[src/rtl/vid_pkg.sv]
`default_nettype none
// ============================================================================
//  Module      : vid_pkg
//  Description : Shared state encodings, parameter defaults and width helper
//                for the video PLL lock monitor.
//  Revision    : 1.0 - initial release
// ============================================================================
package vid_pkg;

   // Lock monitor FSM states; the encoding is visible on the state output.
   typedef enum logic [1:0] {
      ST_WAIT_LOCK = 2'd0,
      ST_SETTLE    = 2'd1,
      ST_RUN       = 2'd2,
      ST_LOST      = 2'd3
   } vid_state_e;

   localparam int unsigned SYNC_STAGES_DEF   = 2;
   localparam int unsigned SETTLE_CYCLES_DEF = 1024;
   localparam int unsigned HOLD_CYCLES_DEF   = 16;
   localparam int unsigned LOST_CNT_W        = 8;

   // Counter width for a count of n cycles: $clog2(n), never below one bit.
   function automatic int unsigned cnt_width(input int unsigned n);
      return (n < 2) ? 1 : $clog2(n);
   endfunction

endpackage : vid_pkg
`default_nettype wire

[src/rtl/vid_sync.sv]
`default_nettype none
// ============================================================================
//  Module      : vid_sync
//  Description : Multi-flop synchronizer for a single asynchronous level.
//                All stages clear to 0 on asynchronous active-low reset.
//  Revision    : 1.0 - initial release
// ============================================================================
module vid_sync #(
   parameter int unsigned STAGES = 2
) (
   input  logic clk,
   input  logic resetn,
   input  logic d_i,
   output logic q_o
);

   logic [STAGES-1:0] sync_q;

   // Shift the asynchronous input through the flop chain.
   always_ff @(posedge clk or negedge resetn) begin
      if (!resetn) begin
         sync_q <= '0;
      end else begin
         sync_q <= {sync_q[STAGES-2:0], d_i};
      end
   end

   assign q_o = sync_q[STAGES-1];

endmodule : vid_sync
`default_nettype wire

[src/rtl/vid_lock_mon.sv]
`default_nettype none
// ============================================================================
//  Module      : vid_lock_mon
//  Description : Video PLL lock monitor. Waits for a stable synchronized lock
//                before releasing the video-domain reset, and pulls the reset
//                back in for a minimum hold time on any lock loss. Keeps a
//                sticky loss flag and a saturating loss counter.
//  Revision    : 1.0 - initial release
// ============================================================================
module vid_lock_mon
   import vid_pkg::*;
#(
   parameter int unsigned SYNC_STAGES   = SYNC_STAGES_DEF,
   parameter int unsigned SETTLE_CYCLES = SETTLE_CYCLES_DEF,
   parameter int unsigned HOLD_CYCLES   = HOLD_CYCLES_DEF
) (
   input  logic                  clk,
   input  logic                  resetn,
   input  logic                  pll_locked,
   input  logic                  lost_clr,
   output logic                  rst_out_n,
   output logic                  ready,
   output logic [1:0]            state,
   output logic                  lost_sticky,
   output logic [LOST_CNT_W-1:0] lost_cnt
);

   localparam int unsigned SETTLE_W = cnt_width(SETTLE_CYCLES);
   localparam int unsigned HOLD_W   = cnt_width(HOLD_CYCLES);

   localparam logic [SETTLE_W-1:0]   SETTLE_LAST = SETTLE_W'(SETTLE_CYCLES - 1);
   localparam logic [HOLD_W-1:0]     HOLD_LAST   = HOLD_W'(HOLD_CYCLES - 1);
   localparam logic [SETTLE_W-1:0]   SETTLE_ONE  = SETTLE_W'(1);
   localparam logic [HOLD_W-1:0]     HOLD_ONE    = HOLD_W'(1);
   localparam logic [LOST_CNT_W-1:0] CNT_MAX     = '1;
   localparam logic [LOST_CNT_W-1:0] CNT_ONE     = LOST_CNT_W'(1);

   logic                  locked_s;
   vid_state_e            state_q,       state_d;
   logic [SETTLE_W-1:0]   settle_cnt_q,  settle_cnt_d;
   logic [HOLD_W-1:0]     hold_cnt_q,    hold_cnt_d;
   logic                  lost_sticky_q, lost_sticky_d;
   logic [LOST_CNT_W-1:0] lost_cnt_q,    lost_cnt_d;
   logic [LOST_CNT_W-1:0] lost_cnt_base;
   logic                  rst_out_n_q;
   logic                  ready_q;
   logic                  loss_evt;

   vid_sync #(
      .STAGES (SYNC_STAGES)
   ) u_sync (
      .clk    (clk),
      .resetn (resetn),
      .d_i    (pll_locked),
      .q_o    (locked_s)
   );

   // Next-state logic: settle and hold counters advance only in their states.
   always_comb begin
      state_d      = state_q;
      settle_cnt_d = settle_cnt_q;
      hold_cnt_d   = hold_cnt_q;
      loss_evt     = 1'b0;
      case (state_q)
         ST_WAIT_LOCK: begin
            if (locked_s) begin
               state_d      = ST_SETTLE;
               settle_cnt_d = '0;
            end
         end
         ST_SETTLE: begin
            // A drop while settling is just an unstable lock, not a loss.
            if (!locked_s) begin
               state_d = ST_WAIT_LOCK;
            end else if (settle_cnt_q == SETTLE_LAST) begin
               state_d = ST_RUN;
            end else begin
               settle_cnt_d = settle_cnt_q + SETTLE_ONE;
            end
         end
         ST_RUN: begin
            if (!locked_s) begin
               state_d    = ST_LOST;
               hold_cnt_d = '0;
               loss_evt   = 1'b1;
            end
         end
         ST_LOST: begin
            // Hold time is fixed; locked_s is ignored until it expires.
            if (hold_cnt_q == HOLD_LAST) begin
               state_d = ST_WAIT_LOCK;
            end else begin
               hold_cnt_d = hold_cnt_q + HOLD_ONE;
            end
         end
         default: state_d = ST_WAIT_LOCK;
      endcase
   end

   // Loss bookkeeping: clear is applied first so a coincident loss still lands.
   always_comb begin
      lost_sticky_d = lost_clr ? 1'b0 : lost_sticky_q;
      lost_cnt_base = lost_clr ? '0   : lost_cnt_q;
      lost_cnt_d    = lost_cnt_base;
      if (loss_evt) begin
         lost_sticky_d = 1'b1;
         if (lost_cnt_base != CNT_MAX) begin
            lost_cnt_d = lost_cnt_base + CNT_ONE;
         end
      end
   end

   // State, counters and outputs; outputs decode next state to align edges.
   always_ff @(posedge clk or negedge resetn) begin
      if (!resetn) begin
         state_q       <= ST_WAIT_LOCK;
         settle_cnt_q  <= '0;
         hold_cnt_q    <= '0;
         lost_sticky_q <= 1'b0;
         lost_cnt_q    <= '0;
         rst_out_n_q   <= 1'b0;
         ready_q       <= 1'b0;
      end else begin
         state_q       <= state_d;
         settle_cnt_q  <= settle_cnt_d;
         hold_cnt_q    <= hold_cnt_d;
         lost_sticky_q <= lost_sticky_d;
         lost_cnt_q    <= lost_cnt_d;
         rst_out_n_q   <= (state_d == ST_RUN);
         ready_q       <= (state_d == ST_RUN);
      end
   end

   assign rst_out_n   = rst_out_n_q;
   assign ready       = ready_q;
   assign state       = state_q;
   assign lost_sticky = lost_sticky_q;
   assign lost_cnt    = lost_cnt_q;

endmodule : vid_lock_mon
`default_nettype wire

[config.mk]
export PLATFORM = sky130hd
export DESIGN_NAME = vid_lock_mon
export DESIGN_NICKNAME = d
export VERILOG_FILES = /design/src/rtl/vid_pkg.sv /design/src/rtl/vid_sync.sv /design/src/rtl/vid_lock_mon.sv
export SDC_FILE = /design/constraint.sdc
export NUM_CORES = 1
export LEC_CHECK = 0
export BUFFER_PORTS_ARGS = -buffer_cell sky130_fd_sc_hd__buf_2
export CORE_MARGIN = 1
export CORE_UTILIZATION = 55
export CTS_BUF_LIST = sky130_fd_sc_hd__clkbuf_16
export CTS_CLUSTER_SIZE = 8
export DETAILED_ROUTE_END_ITERATION = 12
export PLACE_DENSITY_LB_ADDON = 0.08
export SYNTH_ARGS = -nofsm -noshare
export SYNTH_HDL_FRONTEND = slang
export SYNTH_SLANG_ARGS = --single-unit
[constraint.sdc]
create_clock -name clk -period 2.3 [get_ports clk]
set_input_delay 0.115 -clock clk [delete_from_list [all_inputs] [get_ports clk]]
set_output_delay 0.115 -clock clk [all_outputs]
set_load 0.01 [all_outputs]
Word-level counts from Yosys, hierarchy flattened
Cells that the tools add are included.
- memories: 0
- ROM bits: 0
- output and inout port bits: 13
- input port bits: 4
- bits in latches: 0
- memory bits (writable): 0
- register bits: 28
- reductions and logical operators: 6
- divide/modulo/power cells: 0
- add/sub/neg operators: 3
- equality and inequality tests: 12
- shift-type cells: 0
- multipliers: 0
- multiplexer cells: 20
- $lt $le $gt $ge: 0
- bitwise gates (word level): 0
- operators by type and width (operator ; count):
    $mux 10 ; 3
    $mux 8 ; 3
    $pmux 10 s2 ; 1
    $add 10x1->10 const B ; 1
    $eq 10x10->1 const B ; 1
    $mux 2 ; 5
    $add 8x1->8 const B ; 1
    $mux 4 ; 2
    $ne 8x8->1 const B ; 1
    $pmux 2 s4 ; 1
    $pmux 4 s2 ; 1
    $eq 2x2->1 const B ; 3
    $ne 2x2->1 const B ; 3
    $reduce_bool 2->1 ; 3
    $add 4x1->4 const B ; 1
    $eq 4x4->1 const B ; 1
    $mux 1 ; 4
    $ne 2x1->1 const B ; 2
    $reduce_and 4->1 ; 1
    $reduce_and 3->1 ; 1
    $eq 2x1->1 const B ; 1
    $logic_not 2->1 ; 1

Logic depth before layout (Yosys ltp)
Gate-level depths: netlist of run 1.
- word-level depth: 5
- depth in mapped cells: 6
- mapped depth without buffers: 5

Cells and area by module
Synthesis of run 1 repeated with hierarchy kept, for this count alone.
- cells, all modules: 152
- area total of the unflattened synthesis: 1510.2 um2
- modules (own cells, without submodules) (module ; cells each ; area an instance (um2) ; times used ; sequential area each (um2)):
    vid_lock_mon ; 150 ; 1460.2 ; 1 ; 650.6
    vid_sync ; 2 ; 50.0 ; 1 ; 50.0

Worst setup path before layout of run 1
No wires, ideal clock.
- path kind: register to register
- start point: register settle_cnt_q[0]
- end point: register settle_cnt_q[6]
- setup time: 0.077 ns
- stages on the path, launching flop included: 7
- arrival time: 1.632 ns
- path slack: 0.591 ns
- clock period less this slack: 1.709 ns
- path buffers: 1
- cells stage by stage: dfrtp_1 ha_1 and4_1 buf_2 a31o_2 or3_1 a21oi_1
- word-level cells in the longest chain between the ends: 4
- elaborated cells between the ends (all ways): 7
- classes of those cells: add/sub: 1; eq/ne: 2; mux: 3; reduce/logical: 1
- ends and longest elaborated chain (item ; RTL line ; text):
    start, declared ; vid_lock_mon.sv:40 ; logic [SETTLE_W-1:0] settle_cnt_q, settle_cnt_d;
    start signal, assigned ; vid_lock_mon.sv:125 ; settle_cnt_q <= settle_cnt_d;
    $add 10x1->10 ; vid_lock_mon.sv:78 ; settle_cnt_d = settle_cnt_q + SETTLE_ONE;
    $mux 10 ; vid_lock_mon.sv:75 ; end else if (settle_cnt_q == SETTLE_LAST) begin
    $mux 10 ; vid_lock_mon.sv:73 ; if (!locked_s) begin
    $pmux 10 s2 ; vid_lock_mon.sv:64 ; case (state_q)
Several ways; a longest one is shown, not always the timed one. The select of a mux whose other input is x is not followed.
A chain may end at the register's enable or synchronous reset.

Worst setup path in the final report of run 1
- start point: register settle_cnt_q[1]
- end point: register state_q[1], in the netlist state[1]
- word-level cells in the longest chain between the ends: 4
- ends and longest elaborated chain (item ; RTL line ; text):
    $eq 10x10->1 ; vid_lock_mon.sv:75 ;
    $mux 2 ; vid_lock_mon.sv:75 ;
    $mux 2 ; vid_lock_mon.sv:73 ;
    $pmux 2 s4 ; vid_lock_mon.sv:64 ;
    named net state_d[1] ; vid_lock_mon.sv:39 ; vid_state_e state_q, state_d;
    end signal, assigned ; vid_lock_mon.sv:124 ; state_q <= state_d;
    end, declared ; vid_lock_mon.sv:39 ;
The timed path passes the listed nets, and every way through them passes these cells.

==> results of run 1 <==
-- kinds of logic after synthesis --
family,Yosys count
xor+xnor,3
mux,5
compound gates,32
simple gates,69
buf+inv,12
flops,28
fa+ha+maj,3
-- registers in the layout, indices dropped and copies added, names as in the netlist --
| signal | count |
|---|---|
| settle_cnt_q | 10 |
| lost_sticky | 1 |
| hold_cnt_q | 4 |
| ready | 1 |
| state | 2 |
| u_sync.sync_q | 2 |
| lost_cnt | 8 |
-- layer usage --
layer  vias up  GRT usage  part of all wire
met5         -          0                 0
met4         0     0.0769            0.0036
met3         2     0.0250             0.027
met2        21      0.352              0.48
met1       566      0.300              0.49
li1        590          -                 -
-- worst max-delay path by stage --
| stage | startpoint | end | slack, ps | cells past startpoint |
|---|---|---|---|---|
| after floorplan | settle_cnt_q[0] | settle_cnt_q[6] | 590 | 6 |
| after global placement | state[0] | lost_cnt[1] | 520 | 3 |
| after detailed placement | state[0] | lost_cnt[1] | 510 | 3 |
| after CTS | state[0] | lost_cnt[1] | 490 | 3 |
| after global routing | settle_cnt_q[1] | state[1] | 350 | 5 |
| final | settle_cnt_q[1] | state[1] | 490 | 5 |
-- critical path: cells and delay by family, from the launching register on --
family | cells | cell delay (ps)
simple gates | 3 | 950
flops | 1 | 420
fa+ha+maj | 1 | 210
compound gates | 1 | 170
-- what timing repair did --
| item | in CTS | in global routing |
|---|---|---|
| hold endpoints to repair | 29 | 0 |
| setup buffers | 0 | 0 |
| hold buffers | 2 | 0 |
-- layout by cell type, fill, tap and decap left out, drive strengths merged, types with 2 or more instances in the layout --
cell         count
nor2b            5
nor3b            3
a31oi            3
nand4b           2
buf             16
and3             3
nand4            2
nand3            9
and4             4
nand2           14
dlygate4sd3      2
mux2i            4
inv              6
dfrtp           28
or3              4
clkbuf           3
a21oi            9
xnor2            2
nor2             7
ha               3
nor3             6
nand2b           5
a211oi           2
o21ai            7
-- final cells by class --
class                           count  area [µm²]
Clock buffer                        3        75.1
Timing Repair Buffer               18         100
Multi-Input combinational cell    112         742
Fill cell                         207         863
Sequential cell                    28         701
Tap cell                           30        37.5
Clock inverter                      1        3.75
Inverter                            6        22.5
-- through the flow --
step	setup slack, ps	power (µW)
2_1_floorplan	591	559
3_3_place_gp	516	577
3_5_place_dp	507	580
4_1_cts	491	975
5_1_grt	351	1010
6_report	489	959
-- power by group --
part	switching, µW	internal (µW)
combinational	31.8	20.1
clock	154	233
sequential	17.1	504
total	203	756
==> flow_summary.rst, run 1 <==
.. list-table::
   :header-rows: 1

   * - Metric
     - Value
   * - Max-slew violation count
     - 0
   * - Sequential area share after synthesis
     - 0.464
   * - CP max FO
     - 9
   * - Number of nets in the synthesized netlist
     - 159
   * - Minimum clock period after layout
     - 1810 ps
   * - Endpoints failing hold
     - 0
   * - CORE AREA
     - 2540 µm²
   * - Worst setup path class
     - reg2reg
   * - Die Width
     - 54.4 µm
   * - Vias in the first global route
     - 1044
   * - Count of nets after finishing
     - 176
   * - Insertion delay to the later sink of the worst-skew pair
     - 260 ps
   * - Cell taking the most area after synthesis
     - sky130_fd_sc_hd__dfrtp_1
   * - Instance area after placement
     - 1580 µm²
   * - Critical path data required time
     - 2500 ps
   * - Setup repair after global routing missed its margin
     - no
   * - Beginning of the worst register-to-register path
     - settle_cnt_q[1]
   * - R2R cell count
     - 5
   * - First-pass GRT wire length
     - 4660 µm
   * - Leakage power figure
     - 0.000778 µW
   * - Combinational family with the most area after synthesis
     - simple AND/OR/NAND/NOR gates
   * - CTS Root Buffer Type
     - sky130_fd_sc_hd__clkbuf_16
   * - Number of DRC violations after detailed routing
     - 0
   * - WL final
     - 2790 µm
   * - Routability-driven placement congestion ratio
     - 0.871
   * - Ys async rst share
     - 1.00
   * - Synth Area in Adders
     - 0.0249
   * - Number of library cell types mapped by synthesis
     - 45
   * - TritonCTS clock tree
     - yes
   * - Max Clk Rate
     - 552 MHz
   * - # port buffers
     - 16
   * - Cell-by-cell trace of the critical path
     - ha_1 > and4_1 > and3_1 > nor3b_1 > a211o_1
   * - Number of nets still failing antenna checks after routing
     - 0
   * - Number of violations reported at the end of detailed-routing iteration 0
     - 33
   * - Area of the die
     - 2960 µm²
   * - Global route overflow
     - 0
   * - Pin count of the biggest net entering global routing
     - 29
   * - Final setup violation count
     - 0
   * - Post-synth EDFFs
     - 0
   * - Share of synthesized area spent on multiplexers
     - 0.0340
   * - Peak VDD IR
     - 0.000373 V
   * - Final sum of negative setup slack
     - 0 ps
   * - First-pass iteration count of the detailed router
     - 4
   * - # placed instances
     - 192
   * - Worst min-delay path category
     - in2reg
   * - Number of clock buffers inserted by TritonCTS
     - 3
   * - Final core utilization
     - 0.661
   * - Hold path cells
     - 2
   * - Most frequently used flop master after synthesis
     - sky130_fd_sc_hd__dfrtp_1
   * - Number of max-capacitance violations reported
     - 0
   * - I/O Pins
     - 17
   * - CP max-delay cell
     - sky130_fd_sc_hd__dfrtp_1
   * - Number of diodes added for antenna fixing
     - 0
   * - Basic-gate share of the synthesized area counting and, or, nand and nor cells
     - 0.269
   * - End point of the most critical hold path
     - lost_cnt[7]
   * - Kind of start point of the critical path
     - register
   * - Non-filler cells in the finished layout
     - 198
   * - Compound-cell area share of the yosys netlist
     - 0.146
   * - Number of instances in the synthesized netlist
     - 152
   * - Flop2flop setup slack
     - 490 ps
   * - Synth cell count leaders
     - sky130_fd_sc_hd__dfrtp_1, sky130_fd_sc_hd__nand2_1, sky130_fd_sc_hd__a21oi_1, sky130_fd_sc_hd__nand3_1
   * - Area of all placed cells without fillers
     - 1680 µm²
   * - Total Routing Usage GR
     - 0.218
   * - Data arrival time of the critical path
     - 2010 ps
   * - Beginning of the worst hold path
     - lost_clr
   * - Maximum level of the CTS H-tree
     - 1
   * - Worst clock skew
     - 4.54 ps
   * - Synth top area share
     - 0.464
   * - Via density per instance
     - 5.95
   * - Endpoint of the lowest-slack register-to-register path
     - state[1]
   * - Crit share post-route
     - 0.788
   * - Initial core utilization
     - 0.593
   * - Total of flip-flops plus latches after synthesis
     - 28
   * - Dominant cells by area after synthesis
     - sky130_fd_sc_hd__dfrtp_1, sky130_fd_sc_hd__nand2_1, sky130_fd_sc_hd__a21oi_1, sky130_fd_sc_hd__nand3_1, sky130_fd_sc_hd__mux2i_1
   * - Row count
     - 18
   * - Routed len/inst
     - 14.1 µm
   * - Cell area power density
     - 570 nW/µm²
   * - Post-Synth XOR/XNOR Area
     - 0.0174
   * - Stage delay of the slowest cell on the critical path
     - 420 ps
   * - Netlist area before placement
     - 1510 µm²
   * - Layout overhead on the synthesized area
     - 11.4%
   * - Syn Area/Cell
     - 9.94 µm²
   * - Post-detailed-placement half-perimeter wirelength
     - 2040 µm
   * - Result of the run
     - complete, no violations
   * - Clock-pin slew of the registers on the worst-case setup and hold paths
     - 70 ps
   * - Hold slack
     - 143 ps
   * - # resized after CTS
     - 0
   * - Worst Tran Pin Value
     - 615 ps
   * - Most repeated cell in the gate-level netlist after synthesis
     - sky130_fd_sc_hd__dfrtp_1
   * - Antenna violations before repair
     - 0
   * - Fraction of layout cells with a size suffix above 1
     - 0.155
   * - Clock sink total
     - 28
   * - Headroom to the max-slew limit
     - 0.590
   * - Element type at the critical path end
     - register
   * - Count of warnings emitted by yosys
     - 0
   * - Die height
     - 54.4 µm
   * - Deepest clock path buffer count
     - 2
   * - Vias post-DR
     - 1179
Power figures use the tool's default switching activity.
==> inputs of run 2 (changes only) <==
Settings changed: CORE_UTILIZATION 55 to 51.
Clock period 2.3 ns to 1.5 ns, I/O delays scaled along.
==> flow_summary.rst, run 2 (same netlist as run 1, synthesis figures left out) <==
.. list-table::
   :header-rows: 1

   * - Metric
     - Value
   * - Post-place setup slack
     - -162 ps
   * - Failing checks
     - negative setup slack
   * - Kind of start point of the critical path
     - register
   * - Max Clk Rate
     - 642 MHz
   * - Switching fraction of total power
     - 0.222
   * - Row count
     - 19
   * - Max-slew violation count
     - 0
   * - TritonCTS clock tree
     - yes
   * - Routed metal-1 wire length
     - 1750 µm
   * - Via density per instance
     - 5.86
   * - Non-filler cells in the finished layout
     - 235
   * - Number of diodes added for antenna fixing
     - 0
   * - Final Worst Setup Slack
     - -57.2 ps
   * - Pin count of the biggest net entering global routing
     - 29
   * - Worst Tran Pin Value
     - 627 ps
   * - Total internal power
     - 1200 µW
   * - First-pass GRT wire length
     - 5890 µm
   * - Crit share post-route
     - 1.04
   * - WL final
     - 3700 µm
   * - Final-layout fill cell count
     - 184
   * - Cell area power density
     - 725 nW/µm²
   * - Routability-driven placement congestion ratio
     - 0.895
   * - Max layer used
     - met4
   * - Routed len/inst
     - 15.8 µm
   * - CTS Root Buffer Type
     - sky130_fd_sc_hd__clkbuf_16
   * - Beginning of the worst register-to-register path
     - settle_cnt_q[1]
   * - First-pass iteration count of the detailed router
     - 4
   * - Number of clock buffers inserted by TritonCTS
     - 3
   * - Layout overhead on the synthesized area
     - 40.5%
   * - Peak VDD IR
     - 0.000719 V
   * - Worst setup path class
     - reg2reg
   * - Maximum level of the CTS H-tree
     - 1
   * - CP max FO
     - 6
   * - Final sum of negative setup slack
     - -198 ps
   * - Leakage power figure
     - 0.000984 µW
   * - Stage delay of the slowest cell on the critical path
     - 380 ps
   * - Global route overflow
     - 0
   * - CORE AREA
     - 2780 µm²
   * - # placed instances
     - 226
   * - Largest register FFs
     - 10
   * - Worst min-delay path category
     - in2reg
   * - Count of nets after finishing
     - 212
   * - Headroom to the max-slew limit
     - 0.582
   * - Result of the run
     - complete, but fails checks
   * - Timing startpoint of the critical path
     - settle_cnt_q[1]
   * - Design Power
     - 1540 µW
   * - Element type at the critical path end
     - register
   * - CP max-delay cell
     - sky130_fd_sc_hd__dfrtp_1
   * - Cell-by-cell trace of the critical path
     - ha_2 > and4_4 > buf_4 > a2111oi_4 > xnor2_1 > nor2_1
   * - I/O Pins
     - 17
   * - Antenna violations before repair
     - 0
   * - Area of the die
     - 3180 µm²
   * - Clock-pin slew of the registers on the worst-case setup and hold paths
     - 70 ps
   * - Net Switching
     - 341 µW
   * - Critical path data required time
     - 1640 ps
   * - Vias in the first global route
     - 1362
   * - Proportion of power drawn by flip-flops and latches
     - 0.509
   * - Commonest non-fill, non-tap cell in the layout
     - sky130_fd_sc_hd__buf_4
   * - Fraction of layout cells with a size suffix above 1
     - 0.392
   * - Number of nets still failing antenna checks after routing
     - 0
   * - Setup repair after global routing missed its margin
     - yes
   * - Vias post-DR
     - 1377
   * - Initial core utilization
     - 0.543
   * - # port buffers
     - 16
   * - Deepest clock path buffer count
     - 2
   * - Gate family responsible for the most delay along the worst path
     - flip-flops
   * - Instance area after placement
     - 1880 µm²
   * - Leading cell types in the layout, fill and taps excluded
     - sky130_fd_sc_hd__buf_4, sky130_fd_sc_hd__dfrtp_1, sky130_fd_sc_hd__buf_2, sky130_fd_sc_hd__nand2_1, sky130_fd_sc_hd__a21oi_1
   * - Die Width
     - 56.4 µm
   * - Number of violations reported at the end of detailed-routing iteration 0
     - 36
   * - Amount of wire on met3 after detailed routing
     - 60 µm
   * - Minimum clock period after layout
     - 1560 ps
   * - Total Routing Usage GR
     - 0.232
   * - Number of max-capacitance violations reported
     - 0
   * - Endpoints failing hold
     - 0
   * - Top reg by flops
     - settle_cnt_q
   * - Clock power frac
     - 0.390
   * - Area of all placed cells without fillers
     - 2120 µm²
   * - Comb power frac
     - 0.101
   * - Routed wl met2
     - 1870 µm
   * - Post-detailed-placement half-perimeter wirelength
     - 2530 µm
   * - Final setup violation count
     - 6
   * - Worst clock skew
     - 2.36 ps
   * - Critical path buffer and inverter count
     - 1
   * - Beginning of the worst hold path
     - lost_clr
   * - Data arrival time of the critical path
     - 1690 ps
   * - Insertion delay to the later sink of the worst-skew pair
     - 260 ps
   * - Die height
     - 56.4 µm
   * - Clock sink total
     - 28
   * - Number of DRC violations after detailed routing
     - 0
==> run 2: cell types whose count changed in the layout (fill, tap and decap cells not counted), sizes merged <==
cell | before | now
buf | 16 | 52
==> run 2: layout make-up <==
type / count / area, µm² / share of cell area
multi-input cells: 112 / 896 / 0.422
flip-flops and latches: 28 / 701 / 0.330
repair buffers: 54 / 385 / 0.182
clock buffers: 3 / 75.1 / 0.0354
well taps: 31 / 38.8 / 0.0183
inverters: 6 / 22.5 / 0.0106
clock inverters: 1 / 3.75 / 0.00177
==> run 2: path summary, 6_finish.rpt <==
kind	cells after the start	end	slack (ps)
worst min register to register	0	u_sync.sync_q[1]	360
worst max-delay path	6	settle_cnt_q[9]	-60
worst min-delay path	2	lost_sticky	140
max in group asynchronous	2	settle_cnt_q[0]	720
min in group asynchronous	2	settle_cnt_q[7]	360
worst max register to register	6	settle_cnt_q[9]	-60
==> run 2: what timing repair did <==
action                                  4_1_cts  5_1_grt
gates resized for setup                      10       16
endpoints found under the hold margin        29        0
pin swaps                                     4        9
endpoints found under the setup margin       17       16
setup buffers                                 2        1
hold buffers                                  2        0
==> run 2: stage by stage <==
stage,utilization,hold WS [ps]
finish,0.763,138
global route,0.763,171
CTS,0.731,74.0
detailed placement,0.675,130
global placement,0.675,119
floorplan,-,-221
==> run 2: per-layer routing <==
metal  track usage  vias up
met4        0.0488        0
met2         0.417       17
met5             0        -
met1         0.304      696
met3        0.0207        4
li1              -      660
==> run 2: power by group through the flow <==
| stage | clock network (µW) | registers, µW | logic, µW |
|---|---|---|---|
| 3_5_place_dp | 0 | 797 | 135 |
| 4_1_cts | 609 | 783 | 148 |
| 5_1_grt | 643 | 784 | 169 |
| 2_1_floorplan | 0 | 805 | 54.8 |
| 6_report | 600 | 783 | 155 |
| 3_3_place_gp | 0 | 796 | 133 |
==> inputs of run 3 (changes only) <==
--- a/config.mk
+++ b/config.mk
@@ -7,2 +7,3 @@
 export LEC_CHECK = 0
+export ABC_CLOCK_PERIOD_IN_PS = 1500
 export BUFFER_PORTS_ARGS = -buffer_cell sky130_fd_sc_hd__buf_2
==> constraint.sdc (replaced) <==
create_clock -name clk -period 1.5 [get_ports clk]
set_input_delay 0.375 -clock clk [delete_from_list [all_inputs] [get_ports clk]]
set_output_delay 0.375 -clock clk [all_outputs]
set_load 0.01 [all_outputs]
==> flow_summary.rst, run 3 (same netlist as run 1, synthesis figures left out) <==
.. list-table::
   :header-rows: 1

   * - Metric
     - Value
   * - Pin count of the biggest net entering global routing
     - 29
   * - CORE AREA
     - 2780 µm²
   * - Vias in the first global route
     - 1356
   * - Non-filler cells in the finished layout
     - 233
   * - Maximum level of the CTS H-tree
     - 1
   * - Deepest clock path buffer count
     - 2
   * - Number of violations reported at the end of detailed-routing iteration 0
     - 58
   * - First-pass GRT wire length
     - 5960 µm
   * - Hold slack
     - 126 ps
   * - Largest register FFs
     - 10
   * - Failing checks
     - negative setup slack
   * - CTS Root Buffer Type
     - sky130_fd_sc_hd__clkbuf_16
   * - WL final
     - 3630 µm
   * - Final-layout fill cell count
     - 184
   * - Number of DRC violations after detailed routing
     - 0
   * - Proportion of power drawn by flip-flops and latches
     - 0.505
   * - Minimum clock period after layout
     - 1560 ps
   * - # placed instances
     - 226
   * - Kind of start point of the critical path
     - register
   * - Leading cell types in the layout, fill and taps excluded
     - sky130_fd_sc_hd__buf_4, sky130_fd_sc_hd__dfrtp_1, sky130_fd_sc_hd__buf_2, sky130_fd_sc_hd__nand2_1, sky130_fd_sc_hd__nand3_1
   * - Critical path data required time
     - 1690 ps
   * - Antenna violations before repair
     - 0
   * - Initial core utilization
     - 0.543
   * - Post-detailed-placement half-perimeter wirelength
     - 2530 µm
   * - Headroom to the max-slew limit
     - 0.581
   * - Max-slew violation count
     - 0
   * - Clock-pin slew of the registers on the worst-case setup and hold paths
     - 70 ps
   * - Routability-driven placement congestion ratio
     - 0.884
   * - Die Width
     - 56.4 µm
   * - Number of max-capacitance violations reported
     - 0
   * - Cell area power density
     - 730 nW/µm²
   * - Setup repair after global routing missed its margin
     - yes
   * - Via density per instance
     - 5.81
   * - Result of the run
     - complete, but fails checks
   * - Number of diodes added for antenna fixing
     - 0
   * - Area of all placed cells without fillers
     - 2130 µm²
   * - First-pass iteration count of the detailed router
     - 4
   * - Layout overhead on the synthesized area
     - 40.8%
   * - Commonest non-fill, non-tap cell in the layout
     - sky130_fd_sc_hd__buf_4
   * - Flop2flop setup slack
     - -60 ps
   * - CP max FO
     - 7
   * - Leakage power figure
     - 0.000986 µW
   * - Peak VDD IR
     - 0.000669 V
   * - Data arrival time of the critical path
     - 1750 ps
   * - Net Switching
     - 352 µW
   * - Vias post-DR
     - 1353
   * - Total internal power
     - 1200 µW
   * - Area of the die
     - 3180 µm²
   * - Top reg by flops
     - settle_cnt_q
   * - Clock sink total
     - 28
   * - Final Worst Setup Slack
     - -56.9 ps
   * - Number of nets still failing antenna checks after routing
     - 0
   * - Worst setup path class
     - reg2reg
   * - Die height
     - 56.4 µm
   * - Number of clock buffers inserted by TritonCTS
     - 3
   * - Fraction of layout cells with a size suffix above 1
     - 0.426
   * - Count of nets after finishing
     - 211
   * - Crit share post-route
     - 1.04
   * - Endpoints failing hold
     - 0
   * - Element type at the critical path end
     - register
   * - Switching fraction of total power
     - 0.227
   * - I/O Pins
     - 17
   * - Routed len/inst
     - 15.6 µm
   * - Final setup violation count
     - 5
   * - Instance area after placement
     - 1910 µm²
   * - Worst clock skew
     - 2.42 ps
   * - TritonCTS clock tree
     - yes
   * - Post-place setup slack
     - -138 ps
   * - # port buffers
     - 16
   * - Worst min-delay path category
     - in2async
   * - Max Clk Rate
     - 642 MHz
   * - Total Routing Usage GR
     - 0.240
   * - Insertion delay to the later sink of the worst-skew pair
     - 260 ps
   * - Worst Tran Pin Value
     - 628 ps
   * - Comb power frac
     - 0.105
   * - Global route overflow
     - 0
   * - Row count
     - 19
   * - Final core utilization
     - 0.765
   * - Clock power frac
     - 0.390
-- run 3: worst max-delay path: stages, from the launching register on --
cell and delay, ps:
sky130_fd_sc_hd__dfrtp_1 400, sky130_fd_sc_hd__ha_2 190, sky130_fd_sc_hd__and4_4 170, sky130_fd_sc_hd__a31o_4 240, sky130_fd_sc_hd__or3_4 370, sky130_fd_sc_hd__a21oi_2 120
-- run 3: path summary, 6_finish.rpt --
kind | start | end | cells past startpoint
min in group clk | pll_locked | u_sync.sync_q[0] | 1
worst min register to register | u_sync.sync_q[0] | u_sync.sync_q[1] | 0
worst min-delay path | resetn | settle_cnt_q[9] | 1
worst max register to register | settle_cnt_q[0] | settle_cnt_q[6] | 5
max in group asynchronous | resetn | lost_cnt[7] | 1
worst max-delay path | settle_cnt_q[0] | settle_cnt_q[6] | 5
-- run 3: power groups by stage --
stage | clock network [µW] | logic (µW) | registers [µW]
6_report | 605 | 163 | 784
5_1_grt | 644 | 178 | 785
4_1_cts | 614 | 150 | 782
3_5_place_dp | 0 | 141 | 796
3_3_place_gp | 0 | 137 | 796
2_1_floorplan | 0 | 58.2 | 805
-- run 3: cell type report --
type                    count  area [µm²]  share of cell area
inverters                   6        22.5              0.0106
multi-input cells         112         913               0.429
clock buffers               3        75.1              0.0353
well taps                  31        38.8              0.0182
repair buffers             53         377               0.177
flip-flops and latches     28         701               0.329
-- run 3: layer usage --
layer | global-route usage | share of wire | up-vias
li1 | - | - | 654
met1 | 0.322 | 0.45 | 659
met2 | 0.396 | 0.49 | 32
met3 | 0.0461 | 0.044 | 8
met4 | 0.0697 | 0.016 | 0
met5 | 0 | 0 | -
-- run 3: repair_timing --
item | 4_1_cts | 5_1_grt
hold buffers | 0 | 0
resized for setup | 10 | 14
buffers inserted | 1 | 3
endpoints found under the setup margin | 14 | 14
hold endpoints to repair | 0 | 0
pin swaps | 5 | 9
-- run 3: per-stage QoR --
step | power (µW) | setup TNS, ps
floorplan | 863 | -935
global placement | 933 | -320
detailed placement | 937 | -840
CTS | 1550 | -87.1
global route | 1610 | -544
finish | 1550 | -159
